File: src/rtl/pipe_ctrl_pkg.sv
// pipe_ctrl_pkg: shared stall vectors, FSM encodings and legacy macros
// for the pipeline sequencing controller (pipe_ctrl).
`ifndef PIPE_CTRL_DEFINES
`define PIPE_CTRL_DEFINES
`define RstEnable 1'b1
`define Branch    1'b1
`define RegBus    31:0
`endif

package pipe_ctrl_pkg;

    // bit0 PC, bit1 IF, bit2 ID, bit3 EX, bit4 MEM, bit5 WB
    localparam logic [5:0] STALL_NONE = 6'b000000;
    localparam logic [5:0] STALL_IF   = 6'b000011;
    localparam logic [5:0] STALL_ID   = 6'b000111;
    localparam logic [5:0] STALL_EX   = 6'b001111;

    typedef enum logic [1:0] {
        RUN   = 2'd0,
        HOLD  = 2'd1,
        FLUSH = 2'd2
    } state_t;

    // Later stages win: a stall freezes its own stage and everything upstream.
    function automatic logic [5:0] stall_vec(
        input logic i_if,
        input logic i_id,
        input logic i_ex
    );
        logic [5:0] v;
        if (i_ex)      v = STALL_EX;
        else if (i_id) v = STALL_ID;
        else if (i_if) v = STALL_IF;
        else           v = STALL_NONE;
        return v;
    endfunction

endpackage

File: src/rtl/pipe_ctrl_stall_watchdog.sv
// pipe_ctrl_stall_watchdog: saturating count of consecutive PC-stall cycles
// with a sticky flag. Ports: clk, rst, i_stall, o_timeout.
module pipe_ctrl_stall_watchdog
    import pipe_ctrl_pkg::*;
#(
    parameter int STALL_TIMEOUT = 64,
    parameter int CNT_W         = 8
) (
    input  logic clk,
    input  logic rst,
    input  logic i_stall,
    output logic o_timeout
);

    localparam logic [CNT_W-1:0] LIMIT = CNT_W'(STALL_TIMEOUT);

    logic [CNT_W-1:0] r_cnt;
    logic             r_flag;

    always_ff @(posedge clk) begin
        if (rst == `RstEnable) begin
            r_cnt  <= '0;
            r_flag <= 1'b0;
        end else begin
            if (!i_stall)
                r_cnt <= '0;
            else if (r_cnt != LIMIT)
                r_cnt <= r_cnt + 1'b1;
            // Set on the edge where the count reaches the limit.
            if (i_stall && (r_cnt == LIMIT - 1'b1))
                r_flag <= 1'b1;
        end
    end

    assign o_timeout = r_flag;

endmodule

File: src/rtl/pipe_ctrl.sv
// pipe_ctrl: stall merge, held-branch replay, exception flush sequencing.
// Ports: clk, rst, stallreq_{if,id,ex}_i, branch_*, flush_*, stall_o,
// branch_*_o, flush_o, stall_timeout_o. Macro PIPE_CTRL_PERF_EN adds
// stall_cycles_o and redirect_cnt_o.
module pipe_ctrl
    import pipe_ctrl_pkg::*;
#(
    parameter int STALL_TIMEOUT = 64,
    parameter int CNT_W         = 8
) (
    input  logic           clk,
    input  logic           rst,
    input  logic           stallreq_if_i,
    input  logic           stallreq_id_i,
    input  logic           stallreq_ex_i,
    input  logic           branch_flag_i,
    input  logic [`RegBus] branch_target_address_i,
    input  logic           flush_req_i,
    input  logic [`RegBus] flush_pc_i,
    output logic [5:0]     stall_o,
    output logic           branch_flag_o,
    output logic [`RegBus] branch_target_address_o,
    output logic           flush_o,
    output logic           stall_timeout_o
`ifdef PIPE_CTRL_PERF_EN
    ,
    output logic [31:0]    stall_cycles_o,
    output logic [31:0]    redirect_cnt_o
`endif
);

    state_t         r_state;
    state_t         w_state_nxt;
    logic [`RegBus] r_pend;
    logic [`RegBus] w_pend_nxt;
    logic [`RegBus] r_flush_pc;
    logic           w_pc_stall;
    logic           w_bf;
    logic [`RegBus] w_addr;
    logic           w_flush;

    // Pipeline registers are being cleared, so nothing may hold them.
    assign stall_o = (r_state == FLUSH) ? STALL_NONE :
                     stall_vec(stallreq_if_i, stallreq_id_i, stallreq_ex_i);
    assign w_pc_stall = stall_o[0];

    always_ff @(posedge clk) begin
        if (rst == `RstEnable) begin
            r_state    <= RUN;
            r_pend     <= '0;
            r_flush_pc <= '0;
        end else begin
            r_state <= w_state_nxt;
            r_pend  <= w_pend_nxt;
            if (flush_req_i)
                r_flush_pc <= flush_pc_i;
        end
    end

    always_comb begin
        w_state_nxt = r_state;
        w_pend_nxt  = r_pend;
        w_bf        = 1'b0;
        w_addr      = '0;
        w_flush     = 1'b0;
        unique case (r_state)
            RUN: begin
                if (flush_req_i) begin
                    w_state_nxt = FLUSH;
                    w_pend_nxt  = '0;
                end else if (branch_flag_i == `Branch) begin
                    if (w_pc_stall) begin
                        w_pend_nxt  = branch_target_address_i;
                        w_state_nxt = HOLD;
                    end else begin
                        w_bf   = 1'b1;
                        w_addr = branch_target_address_i;
                    end
                end
            end
            HOLD: begin
                if (flush_req_i) begin
                    w_state_nxt = FLUSH;
                    w_pend_nxt  = '0;
                end else if (w_pc_stall) begin
                    if (branch_flag_i == `Branch)
                        w_pend_nxt = branch_target_address_i;
                end else begin
                    // A fresh branch in the release cycle is newer.
                    w_bf        = 1'b1;
                    w_addr      = (branch_flag_i == `Branch) ?
                                  branch_target_address_i : r_pend;
                    w_pend_nxt  = '0;
                    w_state_nxt = RUN;
                end
            end
            FLUSH: begin
                w_flush     = 1'b1;
                w_bf        = 1'b1;
                w_addr      = r_flush_pc;
                w_pend_nxt  = '0;
                w_state_nxt = flush_req_i ? FLUSH : RUN;
            end
            default: begin
                w_state_nxt = RUN;
                w_pend_nxt  = '0;
            end
        endcase
    end

    assign branch_flag_o           = w_bf;
    assign branch_target_address_o = w_addr;
    assign flush_o                 = w_flush;

    pipe_ctrl_stall_watchdog #(
        .STALL_TIMEOUT (STALL_TIMEOUT),
        .CNT_W         (CNT_W)
    ) u_stall_watchdog (
        .clk       (clk),
        .rst       (rst),
        .i_stall   (w_pc_stall),
        .o_timeout (stall_timeout_o)
    );

`ifdef PIPE_CTRL_PERF_EN
    logic [31:0] r_stall_cycles;
    logic [31:0] r_redirect_cnt;

    always_ff @(posedge clk) begin
        if (rst == `RstEnable) begin
            r_stall_cycles <= '0;
            r_redirect_cnt <= '0;
        end else begin
            if (w_pc_stall)
                r_stall_cycles <= r_stall_cycles + 32'd1;
            if (w_bf)
                r_redirect_cnt <= r_redirect_cnt + 32'd1;
        end
    end

    assign stall_cycles_o = r_stall_cycles;
    assign redirect_cnt_o = r_redirect_cnt;
`endif

endmodule
File: config.mk
export PLATFORM = sky130hd
export DESIGN_NAME = pipe_ctrl
export DESIGN_NICKNAME = d
export VERILOG_FILES = /design/src/rtl/pipe_ctrl_pkg.sv /design/src/rtl/pipe_ctrl_stall_watchdog.sv /design/src/rtl/pipe_ctrl.sv
export SDC_FILE = /design/constraint.sdc
export NUM_CORES = 1
export LEC_CHECK = 0
export BUFFER_PORTS_ARGS = -buffer_cell sky130_fd_sc_hd__buf_2
export CAP_MARGIN = 25
export CORE_UTILIZATION = 57
export CTS_CLUSTER_DIAMETER = 80
export DETAILED_ROUTE_END_ITERATION = 10
export PLACE_DENSITY = 0.86
export SKIP_CTS_REPAIR_TIMING = 1
export SLEW_MARGIN = 0
export SYNTH_ARGS = -nofsm -noshare
export SYNTH_HDL_FRONTEND = slang
export SYNTH_SLANG_ARGS = --single-unit
File: constraint.sdc
create_clock -name clk -period 2.78 [get_ports clk]
set_input_delay 0.139 -clock clk [delete_from_list [all_inputs] [get_ports clk]]
set_output_delay 0.139 -clock clk [all_outputs]
set_load 0.05 [all_outputs]
==> run metrics, run 1 <==
status=finished clean; Leakage Power=0.00232 uW; post-route ant nets=0; Clock transition at path regs=0.08 ns; DIE AREA=7520 um^2; Root Driver=clkbuf_8; mux cell area share after synthesis=15.9%; Worst setup SP type=register; Worst Skew=0.00557 ns; nets=616; hold depth=3; die width=86.7 um; XOR/XNOR Fraction of Synth Area=1.50%; area leader, netlist=dfxtp_1; maximum vdd drop=0.327 mV; TritonCTS clock tree=yes; top post-synthesis cells by area=dfxtp_1, mux2i_1, a221o_1; dpl cells=622; Finish-stage setup viols=0; most common cell in the synthesized netlist=dfxtp_1; GR Overflow Total=0; adder-cell share of the synthesized area=1.83%; final-report hold violation count=0; register bit count reported by yosys=75; Post-DP HPWL=6.74 mm; Worst Path Arrival=2.42 ns; Critical R2R Capture=r_pend[23]$_SDFFE_PP0P_; Synth Area in Simple Gates=16.5%; Starting Density=59.6%; worst hold start=flush_pc_i[2]; DRC viols=0; Slew headroom=52.7%; All-Layer GR Usage=27.6%; Num CTS Buffers=9; Pre-Repair DR Iteration Count=5; # Max-Cap Violations=0; Synthesis Warnings=0; Worst Setup Path Type=register to output port; Slew @ Worst Pin=0.708 ns; ys async rst share=0%; largest net degree at the start of global routing=41; final core utilization=71.0%; Synth Area in Compound Gates=20.7%; commonest cells in the netlist=dfxtp_1, mux2i_1, nor2_1, nand2_1, and2_1; insertion delay to the later sink of the worst-skew pair=0.34 ns; antenna violations before repair=0; n_diodes=0; port bufs=109; vias in the first global route=3493; Synth cell types=42; Worst Setup End Kind=output port; worst reg2reg setup slack=0.59 ns; CP required=2.64 ns; first-pass GRT wire length=16.3 mm; DR WL/cell=15.3 um; placeable core area=6870 um^2; proportion of netlist area held by the largest area contributor=36.7%; Layout Cells excl Fill=640; num rows=30; setup_tns=0 ns; routed vias=3638; Avg Cell Area, Syn=9.22 um^2; Clock Tree Buf Depth=2; Seq/Total Area, Yosys=36.7%; number of vias per cell=5.68; GP Congestion=0.802; fmax=0.391 GHz; worst hold path type=input pin to register; routed wire length=9.81 mm; Post-synth top flop=dfxtp_1; final period utilization=92.0%; RSZ-0062 raised after global routing=false; crit-path max FO=16; Max Slew Vio Count=0; largest family of logic cells by synthesized area=compound AO/OA/AOI/OAI gates; CTS H-tree lvls=3; Area growth syn-to-layout=19.2%; Post-Synthesis Cells=444; crit path time final=2.56 ns; Synth Cell Area=4090 um^2; clock sink count=75; R2R depth=6; PwrDens=541 nW/um^2; DRT iter0 DRCs=175; num ports=112; fraction of layout cells with a size suffix above 1=27.6%; number of synthesized flops with an enable pin=0; WHS Endpoint=r_flush_pc[2]$_SDFFE_PP0P_; Reg-to-Reg Start=r_state[0]$_SDFFE_PP0P_; die height=86.7 um
[report_power, final]
| group | internal (uW) | switching (uW) |
|---|---|---|
| Clock | 463 | 393 |
| Sequential | 1130 | 42.1 |
| Combinational | 224 | 383 |
| Total | 1820 | 818 |
[layout make-up]
type / instances / area, um^2
multi-input combinational: 321 / 2340
fill: 565 / 1990
sequential: 75 / 1500
timing repair buffer: 124 / 686
clock buffer: 12 / 155
tap: 96 / 120
clock inverter: 4 / 48.8
inverter: 8 / 32.5
[how the worst max path moves through the flow]
stage,depth (start not counted),end,slack (ns),from
finish,8,branch_target_address_o[13],0.22,r_state[0]$_SDFFE_PP0P_
global placement,5,r_pend[15]$_SDFFE_PP0P_,0.45,r_state[0]$_SDFFE_PP0P_
floorplan,8,branch_target_address_o[12],0.32,r_state[0]$_SDFFE_PP0P_
CTS,6,branch_target_address_o[27],0.03,r_state[0]$_SDFFE_PP0P_
detailed placement,6,branch_target_address_o[27],0.43,r_state[0]$_SDFFE_PP0P_
global route,8,branch_target_address_o[16],0.08,r_state[0]$_SDFFE_PP0P_
[registers in the layout, indices dropped and copies added (netlist names)]
| signal | flops |
|---|---|
| u_stall_watchdog.o_timeout | 1 |
| r_pend | 32 |
| r_state | 2 |
| r_flush_pc | 32 |
| u_stall_watchdog.r_cnt | 8 |
[routing by layer]
metal / track usage, % / up-vias / part of all wire (%)
li1: - / 1789 / -
met5: 0 / - / 0
met2: 46.5 / 125 / 50
met3: 5.90 / 10 / 5.8
met4: 10.6 / 0 / 1.1
met1: 34.7 / 1714 / 44
[cell families (layout without fill, tap and decap cells)]
group,after synthesis,in the layout
fa+ha+maj,6,6
xor+xnor,7,7
other cells,1,2
simple gates,136,136
buf+inv,49,148
flops,75,75
mux,65,65
compound gates,105,105
[per-stage QoR]
stage	area, um^2	worst slack (ns)	hold slack [ns]	power (uW)
5_1_grt	4880	0.0752	0.0286	2760
6_report	4880	0.222	0.0280	2640
2_1_floorplan	4100	0.325	0.286	1630
3_3_place_gp	4610	0.452	0.373	1760
4_1_cts	4860	0.0309	0.0115	2650
3_5_place_dp	4650	0.431	0.380	1790
[cell usage in the layout, fill, tap and decap left out, drive strengths merged, types with 2 or more instances in the layout]
master    n
a221o    31
dfxtp    75
ha        6
a22o     32
mux2i    65
conb      2
nor2b     3
clkbuf   12
xnor2     3
nand2    34
nor3      8
inv       8
and2     33
clkinv    3
nand2b    2
nand3     3
nor2     46
a21oi     2
o21ai    32
xor2      4
nand4     3
buf     124
[worst max-delay path: stages (launching register included)]
cell and delay [ns]:
dfxtp_1 0.37, inv_1 0.09, ha_1 0.30, or2_4 0.33, inv_4 0.13, a2111oi_4 0.05, buf_4 0.22, a221o_1 0.37
buf_2 0.22
(Power assumes the default switching activity.)
==> run 2: changes to the inputs <==
--- a/config.mk
+++ b/config.mk
@@ -10,6 +10,7 @@
 export CORE_UTILIZATION = 57
 export CTS_CLUSTER_DIAMETER = 80
 export DETAILED_ROUTE_END_ITERATION = 10
+export GPL_TIMING_DRIVEN = 0
 export PLACE_DENSITY = 0.86
 export SKIP_CTS_REPAIR_TIMING = 1
 export SLEW_MARGIN = 0
==> run metrics, run 2 (synthesis gave the netlist of run 1 again) <==
DR WL/cell=16.2 um (+6.0%); nets=642 (+4.2%); dpl cells=648 (+4.2%); crit-path max FO=10 (-6); crit path time final=2.68 ns (+0.119 ns); PwrDens=538 nW/um^2 (-0.43%); net switching power=858 uW (+4.9%); insertion delay to the later sink of the worst-skew pair=0.35 ns (about the same); Pre-Repair DR Iteration Count=5 (unchanged); Max Slew Vio Count=0 (unchanged); power share of the combinational group=23.2% (+0.2 points); Internal Power=1830 uW (+0.37%); Layout Cells excl Fill=666 (+4.1%); sw frac=31.9% (+0.95 points); maximum vdd drop=0.338 mV (+3.2%); num ports=112 (unchanged); RSZ-0062 raised after global routing=false; fraction of layout cells with a size suffix above 1=28.2% (+0.67 points); placeable core area=6870 um^2 (unchanged); final-report hold violation count=0 (unchanged); num rows=30 (unchanged); Clock Tree Buf Depth=2 (unchanged); DRC viols=0 (unchanged); Post-DP HPWL=7.50 mm (+11%); post-route ant nets=0 (unchanged); Slew @ Worst Pin=0.783 ns (+0.0752 ns); TritonCTS clock tree=yes; Worst Setup Path Type=register to output port; setup_tns=0 ns (unchanged); sequential share of power=43.7% (-0.9 points); Finish-stage setup viols=0 (unchanged); Leakage Power=0.00238 uW (+2.2%); Worst Path Arrival=2.54 ns (+0.12 ns); Worst Skew=0.0132 ns (+0.00768 ns); fmax=0.374 GHz (-4.4%); Starting Density=59.6% (unchanged); number of vias per cell=5.76 (+1.4%); Clock Power Share=33.1% (+0.7 points); status=finished clean; DRT iter0 DRCs=216 (+23%); routed wire length=10.8 mm (+10%); GP Congestion=0.847 (+5.5%); die width=86.7 um (unchanged); worst hold path type=input pin to register; routed vias=3838 (+5.5%); largest net degree at the start of global routing=14 (-66%); Root Driver=clkbuf_8; final period utilization=96.3% (+4.3 points); Slew headroom=47.8% (-4.9 points); port bufs=107 (-1.8%); die height=86.7 um (unchanged); CTS H-tree lvls=3 (unchanged); CP required=2.64 ns (about the same); antenna violations before repair=0 (unchanged); most frequent cells in the layout=buf_2, dfxtp_1, mux2i_1, nor2_1, nand2_1; clock sink count=75 (unchanged); Clock transition at path regs=0.09 ns (about the same); DIE AREA=7520 um^2 (unchanged); Num CTS Buffers=9 (unchanged); Top Registers=r_flush_pc (32), r_pend (32), u_stall_watchdog.r_cnt (8); Worst Setup End Kind=output port; n_diodes=0 (unchanged); All-Layer GR Usage=29.3% (+1.7 points); GR Overflow Total=0 (unchanged); Worst setup SP type=register; commonest non-fill, non-tap cell in the layout=buf_2; # Max-Cap Violations=0 (unchanged); vias in the first global route=3742 (+7.1%); Area growth syn-to-layout=21.9%; first-pass GRT wire length=17.1 mm (+4.6%)
==> run 2: power groups by stage <==
stage               registers [uW]  clock network (uW)  logic [uW]
floorplan                     1190                   0         449
global placement              1190                   0         599
detailed placement            1200                   0         612
CTS                           1170                 885         617
global route                  1180                 941         669
finish                        1170                 888         622
==> run 2: path summary, 6_finish.rpt <==
| check | startpoint | end | slack [ns] | depth (start not counted) |
|---|---|---|---|---|
| worst max-delay path | r_state[0]$_SDFFE_PP0P_ | branch_target_address_o[6] | 0.10 | 10 |
| worst min register to register | u_stall_watchdog.o_timeout$_SDFFE_PP0P_ | u_stall_watchdog.o_timeout$_SDFFE_PP0P_ | 0.47 | 2 |
| worst min-delay path | flush_pc_i[17] | r_flush_pc[17]$_SDFFE_PP0P_ | 0.02 | 3 |
| worst max register to register | r_state[0]$_SDFFE_PP0P_ | r_pend[16]$_SDFFE_PP0P_ | 0.82 | 9 |
==> run 2: metrics by stage <==
step,worst slack [ns],total power [uW],area (um^2),util (%),hold WS (ns)
CTS,0.0246,2680,4960,72.2,0.0208
global route,0.0283,2790,4990,72.6,0.0260
detailed placement,0.418,1810,4750,69.2,0.381
global placement,0.449,1790,4750,69.2,0.373
floorplan,0.325,1630,4100,-,0.286
finish,0.103,2680,4990,72.6,0.0199
==> run 2: cell type report <==
| cell class | count | area, um^2 |
|---|---|---|
| Clock inverter | 5 | 58.8 |
| Sequential cell | 75 | 1500 |
| Multi-Input combinational cell | 321 | 2320 |
| Tap cell | 96 | 120 |
| Timing Repair Buffer | 109 | 551 |
| Fill cell | 547 | 1880 |
| Buffer | 41 | 250 |
| Inverter | 8 | 32.5 |
| Clock buffer | 11 | 151 |
==> run 2: critical path: stages (launching register included) <==
cell and delay (ns):
dfxtp_1 0.37, inv_1 0.10, ha_2 0.25, or2_1 0.23
buf_4 0.16, inv_4 0.12, a2111oi_4 0.05, buf_4 0.18
buf_6 0.15, a221o_1 0.36, buf_2 0.22
==> run 2: layer usage <==
layer	track usage (%)	up-vias	share of wire, %
met5	0	-	0
met4	17.4	0	3.2
met3	5.90	33	6.6
met2	48.1	173	48
met1	35.7	1795	42
li1	-	1837	-
==> run 3: changes to the inputs <==
--- a/config.mk
+++ b/config.mk
@@ -12,6 +12,7 @@
 export DETAILED_ROUTE_END_ITERATION = 10
 export GPL_TIMING_DRIVEN = 0
 export PLACE_DENSITY = 0.86
+export RECOVER_POWER = 50
 export SKIP_CTS_REPAIR_TIMING = 1
 export SLEW_MARGIN = 0
 export SYNTH_ARGS = -nofsm -noshare
==> run metrics, run 3 (synthesis gave the netlist of run 1 again) <==
Starting Density=59.6% (unchanged); clock sink count=75 (unchanged); crit-path max FO=10 (unchanged); setup_tns=0 ns (unchanged); DRT iter0 DRCs=215 (-0.46%); CP cell instances=inv_1, ha_2, or2_1, buf_4, inv_4, a2111oi_4, buf_4, buf_6, a221o_1, buf_2; final core utilization=72.2% (-0.36 points); first-pass GRT wire length=17.1 mm (unchanged); die height=86.7 um (unchanged); num rows=30 (unchanged); placeable core area=6870 um^2 (unchanged); Clock Tree Buf Depth=2 (unchanged); DR WL/cell=16.2 um (-0.15%); GR Overflow Total=0 (unchanged); DRC viols=0 (unchanged); Critical Path Max Stage Delay=0.37 ns (about the same); num ports=112 (unchanged); TritonCTS clock tree=yes; Final Power=2680 uW (-0.28%); fmax=0.373 GHz (about the same); vias in the first global route=3742 (unchanged); worst hold path type=input pin to register; Finish-stage setup viols=0 (unchanged); Worst Setup Path Type=register to output port; Pre-Repair DR Iteration Count=5 (unchanged); final period utilization=96.3% (about the same); Num CTS Buffers=9 (unchanged); Slew headroom=48.9% (+1.1 points); insertion delay to the later sink of the worst-skew pair=0.35 ns (about the same); status=finished clean; GP Congestion=0.847 (unchanged); # Max-Cap Violations=0 (unchanged); most frequent cells in the layout=buf_2, dfxtp_1, mux2i_1, nor2_1, nand2_1; RSZ-0062 raised after global routing=false; post-route ant nets=0 (unchanged); PwrDens=540 nW/um^2 (+0.22%); Clock transition at path regs=0.08 ns (about the same); CP required=2.64 ns (about the same); routed vias=3828 (-0.26%); hold_ws=0.0247 ns (+0.00483 ns); Top Registers=r_flush_pc (32), r_pend (32), u_stall_watchdog.r_cnt (8); commonest non-fill, non-tap cell in the layout=buf_2; All-Layer GR Usage=29.3% (unchanged); die width=86.7 um (unchanged); Root Driver=clkbuf_8; fraction of layout cells with a size suffix above 1=26.5% (-1.8 points); number of vias per cell=5.75 (-0.26%); Slowest-stage cell, CP=dfxtp_1; CTS H-tree lvls=3 (unchanged); Worst Setup End Kind=output port; dpl cells=648 (unchanged); final-report hold violation count=0 (unchanged); Post-DP HPWL=7.50 mm (unchanged); DIE AREA=7520 um^2 (unchanged); Max Slew Vio Count=0 (unchanged); Worst Path Arrival=2.54 ns (about the same); Area growth syn-to-layout=21.2%; Slew @ Worst Pin=0.766 ns (-0.0171 ns); antenna violations before repair=0 (unchanged); largest net degree at the start of global routing=14 (unchanged); Layout Cells excl Fill=666 (unchanged); n_diodes=0 (unchanged); nets=642 (unchanged); Leakage Power=0.00234 uW (-1.7%); Worst setup SP type=register; Worst Skew=0.0123 ns (-0.000903 ns); routed wire length=10.8 mm (-0.15%); port bufs=107 (unchanged); CP dominant cell by count=buf_4; crit path time final=2.68 ns (+0.00123 ns); maximum vdd drop=0.335 mV (-0.83%)
-- run 3: power by group --
part	internal (uW)	switching, uW
clock network	465	420
registers	1130	41.4
logic	224	394
-- run 3: path summary, 6_finish.rpt --
check / startpoint / end / slack [ns] / depth (start not counted)
max: r_state[0]$_SDFFE_PP0P_ / branch_target_address_o[6] / 0.10 / 10
min: flush_pc_i[28] / r_flush_pc[28]$_SDFFE_PP0P_ / 0.02 / 3
max reg2reg: r_state[0]$_SDFFE_PP0P_ / r_pend[7]$_SDFFE_PP0P_ / 0.57 / 9
min reg2reg: u_stall_watchdog.o_timeout$_SDFFE_PP0P_ / u_stall_watchdog.o_timeout$_SDFFE_PP0P_ / 0.47 / 2
-- run 3: final cells by class --
cell class	count	area, um^2
timing repair buffer	109	544
buffer	41	239
fill	555	1910
inverter	8	32.5
sequential	75	1500
clock buffer	11	151
tap	96	120
multi-input combinational	321	2310
clock inverter	5	58.8
-- run 3: through the flow --
step	worst slack (ns)	cell area, um^2
after global placement	0.449	4750
after global routing	0.00540	4960
after floorplan	0.325	4100
final	0.102	4960
after CTS	0.0246	4960
after detailed placement	0.418	4750
-- run 3: critical path: cells and delay by family, from the launching register on --
kind	cells	cell delay, ns
and+or+nand+nor	1	0.24
DFF	1	0.37
AOI/OAI and AO/OA	2	0.42
adders and majority gates	1	0.25
buffers and inverters	6	0.92
-- run 3: per-layer routing --
metal | track usage [%] | vias up | wire length (um)
met2 | 48.1 | 165 | 5220
met1 | 35.7 | 1790 | 4510
li1 | - | 1835 | -
met3 | 5.90 | 38 | 675
met4 | 17.4 | 0 | 397
met5 | 0 | - | 0
